## config.mk

```make
export PLATFORM = sky130hd
export DESIGN_NAME = gray_bbox_tracker
export DESIGN_NICKNAME = d
export VERILOG_FILES = /design/src/rtl/gray_bbox_tracker_pkg.sv /design/src/rtl/gray_bbox_tracker_pos_counter.sv /design/src/rtl/gray_bbox_tracker.sv
export SDC_FILE = /design/constraint.sdc
export NUM_CORES = 1
export LEC_CHECK = 0
export ABC_CLOCK_PERIOD_IN_PS = 4600
export BUFFER_PORTS_ARGS = -buffer_cell sky130_fd_sc_hd__buf_2
export CORE_MARGIN = 1.5
export CORE_UTILIZATION = 54
export DETAILED_ROUTE_END_ITERATION = 7
export GPL_ROUTABILITY_DRIVEN = 0
export PLACE_DENSITY = 0.76
export SLEW_MARGIN = 20
export SYNTH_ARGS = -nofsm -noshare
export SYNTH_HDL_FRONTEND = slang
export SYNTH_SLANG_ARGS = --single-unit
```

## constraint.sdc

```tcl
create_clock -name clk -period 4.6 [get_ports clk]
set_input_delay 0.69 -clock clk [delete_from_list [all_inputs] [get_ports clk]]
set_output_delay 0.69 -clock clk [all_outputs]
set_load 0.03 [all_outputs]
```

## src/rtl/gray_bbox_tracker_pkg.sv

```systemverilog
`default_nettype none
// =====================================================================
// gray_bbox_tracker_pkg : coordinate widths, limits, FSM state encoding
// Revision 1.0
// =====================================================================
package gray_bbox_tracker_pkg;

  localparam int COORD_W = 11;
  localparam int CNT_W   = 16;

  localparam logic [COORD_W-1:0] COORD_MAX = 11'h7FF;
  localparam logic [CNT_W-1:0]   CNT_MAX   = 16'hFFFF;

  typedef enum logic [1:0] {
    ST_IDLE   = 2'd0,
    ST_ACTIVE = 2'd1,
    ST_LATCH  = 2'd2
  } state_t;

  function automatic logic [COORD_W-1:0] sat_inc(input logic [COORD_W-1:0] v);
    return (v == COORD_MAX) ? v : v + 11'd1;
  endfunction

endpackage

`default_nettype wire

```

## src/rtl/gray_bbox_tracker_pos_counter.sv

```systemverilog
`default_nettype none
// =====================================================================
// gray_bbox_tracker_pos_counter : sync edge detect and saturating x/y
// Revision 1.0
// =====================================================================
module gray_bbox_tracker_pos_counter
  import gray_bbox_tracker_pkg::*;
(
  input  logic               clk,
  input  logic               rst,
  input  logic               vsync,
  input  logic               href,
  output logic [COORD_W-1:0] x,
  output logic [COORD_W-1:0] y,
  output logic               vs_rise,
  output logic               vs_fall
);

  logic               r_vs_d;
  logic               r_hs_d;
  logic               r_primed;
  logic [COORD_W-1:0] r_x;
  logic [COORD_W-1:0] r_y;
  logic               w_hs_fall;

  // r_primed suppresses a false rise when reset releases with vsync already high
  assign vs_rise   = vsync & ~r_vs_d & r_primed;
  assign vs_fall   = ~vsync & r_vs_d;
  assign w_hs_fall = ~href & r_hs_d;
  assign x         = r_x;
  assign y         = r_y;

  always_ff @(posedge clk or posedge rst) begin
    if (rst) begin
      r_vs_d   <= 1'b0;
      r_hs_d   <= 1'b0;
      r_primed <= 1'b0;
      r_x      <= '0;
      r_y      <= '0;
    end else begin
      r_vs_d   <= vsync;
      r_hs_d   <= href;
      r_primed <= 1'b1;

      if (vs_rise || w_hs_fall) begin
        r_x <= '0;
      end else if (href) begin
        r_x <= sat_inc(r_x);
      end

      // Lines only advance inside a frame, including the vsync-fall clock
      if (vs_rise) begin
        r_y <= '0;
      end else if (w_hs_fall && (vsync || r_vs_d)) begin
        r_y <= sat_inc(r_y);
      end
    end
  end

endmodule

`default_nettype wire

```

## src/rtl/gray_bbox_tracker.sv

```systemverilog
`default_nettype none
// =====================================================================
// gray_bbox_tracker : per-frame foreground bounding box with overlay
// Revision 1.0
// =====================================================================
module gray_bbox_tracker
  import gray_bbox_tracker_pkg::*;
#(
  parameter logic [COORD_W-1:0] IMG_HDISP    = 11'd640,
  parameter logic [COORD_W-1:0] IMG_VDISP    = 11'd480,
  parameter bit                 FG_BLACK     = 1'b1,
  parameter logic [CNT_W-1:0]   MIN_PIXELS   = 16'd16,
  parameter logic [7:0]         OVERLAY_GRAY = 8'h80
) (
  input  logic               clk,
  input  logic               rst,
  input  logic               per_frame_vsync,
  input  logic               per_frame_href,
  input  logic [7:0]         per_img_Gray,
  output logic               post_frame_vsync,
  output logic               post_frame_href,
  output logic [7:0]         post_img_Gray,
  output logic               box_valid,
  output logic               box_found,
  output logic [COORD_W-1:0] box_xmin,
  output logic [COORD_W-1:0] box_xmax,
  output logic [COORD_W-1:0] box_ymin,
  output logic [COORD_W-1:0] box_ymax
);

  localparam logic [7:0] FG_VALUE = FG_BLACK ? 8'h00 : 8'hFF;

  state_t             r_state;
  logic [COORD_W-1:0] r_xmin;
  logic [COORD_W-1:0] r_xmax;
  logic [COORD_W-1:0] r_ymin;
  logic [COORD_W-1:0] r_ymax;
  logic [CNT_W-1:0]   r_cnt;

  logic [COORD_W-1:0] w_x;
  logic [COORD_W-1:0] w_y;
  logic               w_vs_rise;
  logic               w_vs_fall;
  logic               w_fg;
  logic               w_on_row;
  logic               w_on_col;
  logic               w_edge;

  gray_bbox_tracker_pos_counter u_pos (
    .clk     (clk),
    .rst     (rst),
    .vsync   (per_frame_vsync),
    .href    (per_frame_href),
    .x       (w_x),
    .y       (w_y),
    .vs_rise (w_vs_rise),
    .vs_fall (w_vs_fall)
  );

  assign w_fg = (r_state == ST_ACTIVE) && per_frame_href &&
                (w_x < IMG_HDISP) && (w_y < IMG_VDISP) &&
                (per_img_Gray == FG_VALUE);

  always_ff @(posedge clk or posedge rst) begin
    if (rst) begin
      r_xmin <= '0;
      r_xmax <= '0;
      r_ymin <= '0;
      r_ymax <= '0;
      r_cnt  <= '0;
    end else if (w_vs_rise) begin
      r_xmin <= COORD_MAX;
      r_ymin <= COORD_MAX;
      r_xmax <= '0;
      r_ymax <= '0;
      r_cnt  <= '0;
    end else if (w_fg) begin
      if (w_x < r_xmin) r_xmin <= w_x;
      if (w_x > r_xmax) r_xmax <= w_x;
      if (w_y < r_ymin) r_ymin <= w_y;
      if (w_y > r_ymax) r_ymax <= w_y;
      if (r_cnt != CNT_MAX) r_cnt <= r_cnt + 16'd1;
    end
  end

  // LATCH may see the next vsync rise when vsync dropped for a single clock
  always_ff @(posedge clk or posedge rst) begin
    if (rst) begin
      r_state   <= ST_IDLE;
      box_valid <= 1'b0;
      box_found <= 1'b0;
      box_xmin  <= '0;
      box_xmax  <= '0;
      box_ymin  <= '0;
      box_ymax  <= '0;
    end else begin
      box_valid <= 1'b0;
      case (r_state)
        ST_IDLE: begin
          if (w_vs_rise) r_state <= ST_ACTIVE;
        end
        ST_ACTIVE: begin
          if (w_vs_fall) r_state <= ST_LATCH;
        end
        ST_LATCH: begin
          box_valid <= 1'b1;
          if (r_cnt >= MIN_PIXELS) begin
            box_found <= 1'b1;
            box_xmin  <= r_xmin;
            box_xmax  <= r_xmax;
            box_ymin  <= r_ymin;
            box_ymax  <= r_ymax;
          end else begin
            box_found <= 1'b0;
            box_xmin  <= '0;
            box_xmax  <= '0;
            box_ymin  <= '0;
            box_ymax  <= '0;
          end
          r_state <= w_vs_rise ? ST_ACTIVE : ST_IDLE;
        end
        default: r_state <= ST_IDLE;
      endcase
    end
  end

  assign w_on_row = ((w_y == box_ymin) || (w_y == box_ymax)) &&
                    (w_x >= box_xmin) && (w_x <= box_xmax);
  assign w_on_col = ((w_x == box_xmin) || (w_x == box_xmax)) &&
                    (w_y >= box_ymin) && (w_y <= box_ymax);
  assign w_edge   = box_found && per_frame_href && (w_on_row || w_on_col);

  always_ff @(posedge clk or posedge rst) begin
    if (rst) begin
      post_frame_vsync <= 1'b0;
      post_frame_href  <= 1'b0;
      post_img_Gray    <= '0;
    end else begin
      post_frame_vsync <= per_frame_vsync;
      post_frame_href  <= per_frame_href;
      post_img_Gray    <= w_edge ? OVERLAY_GRAY : per_img_Gray;
    end
  end

endmodule

`default_nettype wire
```

==> results.toml <==
[job]
maxCapViolCount = 0

[timing]
setup_viol = 0
clock_skew_ns = 0.007636
fmax_mhz = 338.2
timing.setup.tns_ns = 0
hold_viol = 0
final-max-slew-violation-count = 0
rsz0062_at_grt = "no"
max_slew_margin = 0.2630
period_needed_ns = 2.957
tightest_slew_ns = 1.078
finalCritPeriodShare = 0.6429

[setup_path]
slowest_delay_ns = 0.94
critPathCaptureType = "flop"
path_class = "flop to flop"
reg2reg_setup_slack_ns = 1.64
path_cells = "ha_1 -> a21oi_1 -> a211o_1 -> a31oi_1 -> a2111oi_0 -> nor4_2 -> nand2b_1"
critPathMaxFanout = 12
arrival_ns = 3.27
cp-start-kind = "flop"
cp.required_ns = 4.91
cpMaxStageDelayCell = "a2111oi_0"

[layout]
antenna_cells = 0
final_nets = 984
drive_above_1_share = 0.1264
syn_to_final_growth_pct = 13.70
final_cell_mix = "dfrtp_1, nand2_1, inv_1, ha_1, buf_2"
final_common_cell = "dfrtp_1"
fillerInstances = 1143
fin_util = 0.6374

[clock_network]
cts_buffers = 17
tritoncts = "done"
hold_buffers = 0
h-tree-depth = 4
post-cts-setup-buffers = 0
clkTransAtPathRegs_ns = 0.06
cts_max_path_buffers = 2
numClockSinks = 141
cts_root_buffer = "clkbuf_16"
clk_latency_ns = 0.42
cts_resized = 0

[routing]
drt_iter0_drc = 402
vias = 6271
viasPerCell = 5.839
routed_wl_mm = 18.66
wire_per_inst_um = 17.38
drc = 0
final_antenna_net_count = 0
dr.pass1.iters = 5

[worst_hold_path]
hold_path_class = "input port to asynchronous set/reset pin"

[synth]
synth_area_per_cell_um2 = 9.670
ys.flop_type = "dfrtp_1"
ys_warn_count = 0
synthArstFlopShare = 1.000
synth_seq_cells = 141
syn_area_mm2 = 0.007871
synth_nets = 916
yosysSeqAreaShare = 0.4483
ys_types = 52
synthCells = 814
synth_edf_count = 0

[global_routing]
track_usage = 0.2606
grt_pass1_wl_mm = 30.37
antenna_found_initial = 0
overflow = 0
grt_max_degree = 118
grt_pass1_vias = 6152

[outcome]
status = "completed"

[die]
rows = 43
die_y_um = 123.7
die_w_um = 123.7
dieArea_mm2 = 0.01531
io_pins = 68
start_util = 0.5605
core_mm2 = 0.01404

[pwr]
p_leak_nw = 4.732
p_per_area_mw_per_mm2 = 343.8
ir_drop_mv = 0.2751

[place]
hpwl_mm = 12.59
io_buffers = 67
final timing paths:
check | from | end | cells after the start
worst max-delay path | u_pos.y[2]$_DFFE_PP0P_ | post_img_Gray[7]$_DFF_PP0_ | 7
worst min-delay path | rst | post_img_Gray[3]$_DFF_PP0_ | 2
worst max register to register | u_pos.y[2]$_DFFE_PP0P_ | post_img_Gray[7]$_DFF_PP0_ | 7
worst min register to register | r_state[0]$_DFFE_PP0P_ | r_state[0]$_DFFE_PP0P_ | 1
max in group asynchronous | rst | u_pos.y[0]$_DFFE_PP0P_ | 3
min in group clk | per_frame_vsync | u_pos.r_vs_d$_DFF_PP0_ | 1
logic make-up after synthesis:
family,synth area share
AND/OR/NAND/NOR,0.1618
AO/OA/AOI/OAI,0.1296
flip-flops,0.4483
buffers and inverters,0.06040
adder cells (fa/ha/maj),0.1431
XOR/XNOR,0.03227
multiplexers,0.02416
other,0.0004764
cells in the mapped netlist (all sizes together) (3+ instances only):
cell / count / area [µm²]
clkbuf: 18 / 67.56
nor2b: 9 / 56.30
nor4: 8 / 62.56
o2111ai: 3 / 32.53
and2: 4 / 25.02
nand3: 17 / 85.08
a21o: 12 / 90.09
a31oi: 5 / 31.28
a22o: 23 / 201.4
mux2i: 19 / 190.2
dfrtp: 141 / 3528
inv: 95 / 356.6
or3: 3 / 23.77
and3: 9 / 56.30
nor3: 10 / 72.57
o22ai: 3 / 18.77
xor2: 25 / 219.0
nand2: 101 / 379.1
ha: 90 / 1126
a211oi: 5 / 42.54
nand2b: 6 / 37.54
o31ai: 6 / 45.04
nor2: 50 / 187.7
nand4: 28 / 175.2
and4: 6 / 52.55
buf: 6 / 51.30
o21ai: 57 / 285.3
xnor2: 4 / 35.03
a21oi: 29 / 145.1
cell type report:
type	count	area, µm²	share of cell area
tap	180	225.2	0.02516
sequential	141	3528	0.3942
clock inverter	7	87.58	0.009786
multi-input combinational	554	3882	0.4338
clock buffer	24	481.7	0.05382
inverter	95	364.1	0.04068
timing repair buffer	73	380.4	0.04250
worst max-delay path, delay by kind of cell (launching register included):
kind	cells	cell delay, ns
simple gates	2	0.47
compound gates	4	1.33
flops	1	0.68
fa+ha+maj	1	0.37
routing by layer:
layer | track usage | up-vias | wire length, µm
li1 | - | 2962 | -
met4 | 0.09555 | 0 | 405
met3 | 0.05266 | 39 | 1187
met1 | 0.3558 | 3060 | 8604
met5 | 0 | - | 0
met2 | 0.4123 | 210 | 8464
registers in the layout, indices dropped and copies added, names as in the netlist:
register / cells
r_cnt: 16
box_xmax: 11
box_xmin: 11
box_ymax: 11
box_ymin: 11
r_xmax: 11
r_xmin: 11
r_ymax: 11
r_ymin: 11
u_pos.x: 11
u_pos.y: 11
post_img_Gray: 8
r_state: 2
box_found: 1
box_valid: 1
u_pos.r_hs_d: 1
u_pos.r_primed: 1
u_pos.r_vs_d: 1
metrics by stage:
stage	setup slack [ns]	hold WS, ns	total power, mW	instances	instance area [µm²]
after detailed placement	1.481	0.4981	1.744	1043	8378
after global placement	1.568	0.4778	1.728	1043	8378
after floorplan	0.1288	0.4600	1.621	814	7871
after CTS	1.743	0.4285	3.084	1074	8947
final	1.643	0.4288	3.077	1074	8950
after global routing	1.614	0.4337	3.203	1074	8950
power by group:
group | leakage (nW) | internal [mW] | total (mW) | switching [mW]
clock network | 0.280 | 0.834 | 1.34 | 0.508
logic | 2.63 | 0.150 | 0.394 | 0.244
registers | 1.82 | 1.27 | 1.34 | 0.0733
Note: power is estimated with default switching activity, not from simulation.
